## src/rtl/cpu16_pkg.sv

```systemverilog
// Shared definitions for the 16-bit CPU front end: sequencer FSM states and
// default PC vectors.
package cpu16_pkg;

  localparam int PC_AW = 16;

  localparam logic [PC_AW-1:0] RESET_VEC_DEF = 16'h0000;
  localparam logic [PC_AW-1:0] TRAP_VEC_DEF  = 16'h0004;

  typedef enum logic [1:0] {
    ST_BOOT = 2'd0,
    ST_RUN  = 2'd1,
    ST_HALT = 2'd2
  } seq_state_t;

endpackage

```

## src/rtl/pc_ras.sv

```systemverilog
// Circular return-address stack. A push into a full stack overwrites the
// oldest entry; a pop of an empty stack leaves it untouched.
module pc_ras #(
  parameter int DEPTH = 4,
  parameter int AW    = 16
) (
  input  logic          clk,
  input  logic          rst_n,
  input  logic          push,
  input  logic          pop,
  input  logic [AW-1:0] push_data,
  output logic [AW-1:0] top,
  output logic          full,
  output logic          empty
);

  localparam int PW = $clog2(DEPTH);

  logic [AW-1:0] r_mem [DEPTH];
  logic [PW-1:0] r_ptr;
  logic [PW:0]   r_count;
  logic [PW-1:0] w_ptr_dec;

  // r_ptr is the next write slot; once full it also points at the oldest entry
  assign w_ptr_dec = r_ptr - PW'(1);
  assign top       = r_mem[w_ptr_dec];
  assign full      = (r_count == (PW+1)'(DEPTH));
  assign empty     = (r_count == '0);

  always_ff @(posedge clk or negedge rst_n) begin
    if (!rst_n) begin
      for (int i = 0; i < DEPTH; i++) r_mem[i] <= '0;
      r_ptr   <= '0;
      r_count <= '0;
    end else if (push) begin
      r_mem[r_ptr] <= push_data;
      r_ptr        <= r_ptr + PW'(1);
      if (!full) r_count <= r_count + (PW+1)'(1);
    end else if (pop && !empty) begin
      r_ptr   <= w_ptr_dec;
      r_count <= r_count - (PW+1)'(1);
    end
  end

endmodule

```

## src/rtl/pc_sequencer.sv

```systemverilog
// Next-PC controller: owns the PC, arbitrates branch/jump/call/return/trap,
// handles stall and halt. Return stack present only with PC_SEQ_RAS_EN.
//
// state   | meaning
// BOOT    | first cycle out of reset, PC = RESET_VEC, nothing executes
// RUN     | fetching and executing, PC advances per request priority
// HALT    | PC frozen, waiting for resume
module pc_sequencer
  import cpu16_pkg::*;
#(
  parameter int             AW        = PC_AW,
  parameter logic [AW-1:0]  RESET_VEC = AW'(RESET_VEC_DEF),
  parameter logic [AW-1:0]  TRAP_VEC  = AW'(TRAP_VEC_DEF),
  parameter int             RAS_DEPTH = 4
) (
  input  logic          clk,
  input  logic          rst_n,
  input  logic          stall,
  input  logic          halt_req,
  input  logic          resume,
  input  logic          br_taken,
  input  logic [AW-1:0] br_target,
  input  logic          jmp,
  input  logic          call,
  input  logic [AW-1:0] jmp_target,
  input  logic          ret,
  input  logic          trap,
  output logic [AW-1:0] pc_out,
  output logic [AW-1:0] pc_next,
  output logic          inst_valid,
  output logic          ras_ovf,
  output logic          ras_unf
);

  seq_state_t    r_state;
  seq_state_t    w_state_next;
  logic [AW-1:0] r_pc;
  logic [AW-1:0] w_pc_inc;

`ifdef PC_SEQ_RAS_EN
  logic          w_push;
  logic          w_pop;
  logic          w_set_ovf;
  logic          w_set_unf;
  logic [AW-1:0] w_ras_top;
  logic          w_ras_full;
  logic          w_ras_empty;
  logic          r_ovf;
  logic          r_unf;
`else
  logic          w_unused_ret;
  assign w_unused_ret = ret;
`endif

  assign w_pc_inc = r_pc + AW'(1);

  always_comb begin
    pc_next      = r_pc;
    w_state_next = r_state;
`ifdef PC_SEQ_RAS_EN
    w_push    = 1'b0;
    w_pop     = 1'b0;
    w_set_ovf = 1'b0;
    w_set_unf = 1'b0;
`endif
    case (r_state)
      ST_BOOT: w_state_next = ST_RUN;
      ST_RUN: begin
        if (!stall) begin
          if (trap) begin
            pc_next = TRAP_VEC;
          end else if (halt_req) begin
            w_state_next = ST_HALT;
`ifdef PC_SEQ_RAS_EN
          end else if (ret) begin
            if (w_ras_empty) begin
              pc_next   = w_pc_inc;
              w_set_unf = 1'b1;
            end else begin
              pc_next = w_ras_top;
              w_pop   = 1'b1;
            end
          end else if (call) begin
            pc_next   = jmp_target;
            w_push    = 1'b1;
            w_set_ovf = w_ras_full;
`endif
          end else if (jmp || call) begin
            pc_next = jmp_target;
          end else if (br_taken) begin
            pc_next = br_target;
          end else begin
            pc_next = w_pc_inc;
          end
        end
      end
      ST_HALT: if (resume) w_state_next = ST_RUN;
      default: w_state_next = ST_BOOT;
    endcase
  end

  always_ff @(posedge clk or negedge rst_n) begin
    if (!rst_n) begin
      r_state <= ST_BOOT;
      r_pc    <= RESET_VEC;
    end else begin
      r_state <= w_state_next;
      r_pc    <= pc_next;
    end
  end

  assign pc_out     = r_pc;
  assign inst_valid = (r_state == ST_RUN);

`ifdef PC_SEQ_RAS_EN
  pc_ras #(
    .DEPTH (RAS_DEPTH),
    .AW    (AW)
  ) u_ras (
    .clk       (clk),
    .rst_n     (rst_n),
    .push      (w_push),
    .pop       (w_pop),
    .push_data (w_pc_inc),
    .top       (w_ras_top),
    .full      (w_ras_full),
    .empty     (w_ras_empty)
  );

  always_ff @(posedge clk or negedge rst_n) begin
    if (!rst_n) begin
      r_ovf <= 1'b0;
      r_unf <= 1'b0;
    end else begin
      if (w_set_ovf) r_ovf <= 1'b1;
      if (w_set_unf) r_unf <= 1'b1;
    end
  end

  assign ras_ovf = r_ovf;
  assign ras_unf = r_unf;
`else
  assign ras_ovf = 1'b0;
  assign ras_unf = 1'b0;
`endif

endmodule

```

## config.mk

```make
export PLATFORM = sky130hd
export DESIGN_NAME = pc_sequencer
export DESIGN_NICKNAME = d
export VERILOG_FILES = /design/src/rtl/cpu16_pkg.sv /design/src/rtl/pc_ras.sv /design/src/rtl/pc_sequencer.sv
export SDC_FILE = /design/constraint.sdc
export NUM_CORES = 1
export LEC_CHECK = 0
export ABC_AREA = 0
export CAP_MARGIN = 20
export CORE_MARGIN = 5
export CORE_UTILIZATION = 42
export DETAILED_ROUTE_END_ITERATION = 10
export HOLD_SLACK_MARGIN = 0.08
export PLACE_DENSITY = 0.87
export SYNTH_ARGS = -nofsm -noshare
export SYNTH_HDL_FRONTEND = slang
export SYNTH_SLANG_ARGS = --single-unit
```

## constraint.sdc

```tcl
create_clock -name clk -period 3.1 [get_ports clk]
set_input_delay 0.62 -clock clk [delete_from_list [all_inputs] [get_ports clk]]
set_output_delay 0.62 -clock clk [all_outputs]
set_load 0.02 [all_outputs]
```

==> results.cfg <==
[status]
status = finished, final reports clean

[setup_path]
cp.arrival_ns = 2.40
rr_endpoint = pc_out[14]$_DFF_PN0_
setup.worst_path.start_class = input pin
endpoint_kind = primary output
cp.required_ns = 2.48
r2r_slack_ns = 1.34
path_max_fanout = 4
r2r-start = pc_out[0]$_DFF_PN0_
critPathKind = input pin to primary output
r2r_cells = 6

[power]
p_leak_nw = 1.00
ir_worst_vdd_mv = 0.211
powerDensity_nw_per_um2 = 384

[sta]
relSlewSlack_pct = 41.4
worst_pin_slew_ns = 0.876
setup_viol = 0
skew_ns = 0.0100
finalCritPeriodShare_pct = 97.4
timing.fmax_ghz = 0.331
min_period_ns = 3.02
setup_ws_ns = 0.0803
holdWs_ns = 0.486
hold_viol_final = 0
drv_slew = 0
setup_tns_ns = 0

[route]
routed_via_density = 5.54
wl_per_cell_um = 15.3
drtIter0Drc = 97
drc_errors = 0
vias = 1739
first_pass_iters = 4
drt_wl_total_um = 4800
postRouteAntennaNets = 0

[die]
io_pins = 77
die_y_um = 67.2
rows = 20
coreArea_um2 = 3100
initial_core_util_pct = 44.3
die_width_um = 67.2
die_area_um2 = 4520

[yosys]
avgSynthCellArea_um2 = 7.90
synth_cell_types = 50
yosysWarnings = 0
synthArstFlopShare_pct = 100
synth-seq-area-share_pct = 32.8
synth-edff-count = 0
syn_area_um2 = 1380
synth_flop_cell = dfrtp_1
ys_seq_elements = 18
synthCells = 174

[cts]
cts_htree_levels = 1
cts_buffers = 3
clk_path_buf_depth = 2
clock_latency_ns = 0.31
cts.sinks = 18
cts_tree = built
postCtsSetupBuffers = 0
ctsHoldBuffers = 0
clk_pin_slew_ns = 0.11
ctsRootBufferMaster = clkbuf_4

[hold_path]
hold_path_depth = 1
hold_class = register to register
hp-start = r_state[0]$_DFFE_PN0P_
min_to = r_state[1]$_DFFE_PN0P_

[grt]
grt_pass1_vias = 1701
grt_max_degree = 21
antenna_found_initial = 0
track_usage_pct = 22.7
grt-ovfl-total = 0
grt_pass1_wl_um = 7910

[placed_design]
gp_congestion = 0.883
hpwl_um = 3770
numPortBuffers = 73
dpl_worst_slack_ns = -0.293

[layout]
final_common_cell = clkdlybuf4s50_1
diodes = 0
syn2layout_area_growth_pct = 69.1
nets = 314
layout.cells.most_common_list = 57 x clkdlybuf4s50_1, 28 x buf_4, 22 x nand2_1
layout-drive-gt1-share_pct = 20.0

[flow_run]
max_cap_viol_count = 0
cells by family (layout without fill, tap and decap cells):
family	after synthesis	after routing	synth area share [%]
multiplexers	2	2	1.46
buffers and inverters	14	109	4.64
AO/OA/AOI/OAI	57	57	25.7
other	1	2	0.273
XOR/XNOR	5	5	3.18
AND/OR/NAND/NOR	76	76	31.1
adder cells (fa/ha/maj)	1	1	0.910
flip-flops	18	18	32.8
layout make-up:
| type | instances | area (um^2) |
|---|---|---|
| inverter | 4 | 15.0 |
| sequential | 18 | 450 |
| clock buffer | 4 | 36.3 |
| fill | 244 | 778 |
| timing repair buffer | 101 | 887 |
| multi-input combinational | 143 | 881 |
| tap | 44 | 55.1 |
cell usage after synthesis, drive strengths merged, types with 3 or more instances:
cell,n,area (um^2)
buf,7,37.5
and2,4,25.0
a31oi,5,31.3
a21oi,11,55.1
nor2,15,58.8
xor2,4,35.0
nand3,13,70.1
nand2,23,88.8
nor3,4,42.5
dfrtp,18,450
inv,3,11.3
nor2b,3,18.8
a32oi,5,43.8
o21ai,24,120
clkbuf,3,11.3
metal layers:
metal	part of all wire (%)	track usage, %	routed length, um	up-vias
li1	-	-	-	830
met1	43	29.8	2060	819
met2	48	38.7	2280	83
met3	8.7	4.99	417	7
met4	0.71	4.05	34	0
met5	0	0	0	-
how the worst max path moves through the flow:
stage                        start     endpoint  slack (ns)  depth (start not counted)
after floorplan           br_taken   pc_next[6]        0.51                          5
after global placement    halt_req  pc_next[12]       -0.28                          8
after detailed placement  br_taken   pc_next[6]       -0.29                          6
after CTS                 halt_req  pc_next[12]       0.002                          8
after global routing          call   pc_next[1]       -0.02                          7
final                     br_taken   pc_next[6]        0.08                          6
power breakdown:
part | leakage (nW) | switching, mW | internal, mW | total (mW)
registers | 0.233 | 0.0428 | 0.267 | 0.310
clock network | 0.0210 | 0.0841 | 0.0718 | 0.156
logic | 0.750 | 0.220 | 0.207 | 0.427
total | 1.00 | 0.347 | 0.546 | 0.893
sequential cells by signal (all words and copies together) (netlist names):
signal and flops:
pc_out 16, r_state 2
metrics by stage:
step | std cells | area [um^2] | power, mW | utilization [%]
after CTS | 314 | 2350 | 0.900 | 75.7
after global placement | 310 | 2330 | 0.757 | 75.0
after global routing | 314 | 2320 | 0.947 | 74.9
after floorplan | 175 | 1380 | 0.509 | -
after detailed placement | 310 | 2330 | 0.762 | 75.0
final | 314 | 2320 | 0.893 | 74.9
worst max-delay path, cell delays in order:
cell	delay [ns]
clkdlybuf4s50_1	0.47
or3_4	0.44
o311ai_1	0.30
a22oi_1	0.15
a21oi_2	0.14
clkdlybuf4s15_2	0.28
what timing repair did:
item | 4_1_cts | 5_1_grt
gates resized for setup | 22 | 24
setup endpoints to repair | 16 | 12
pin swaps | 0 | 1
hold endpoints to repair | 0 | 0
Note: power is estimated with default switching activity, not from simulation.
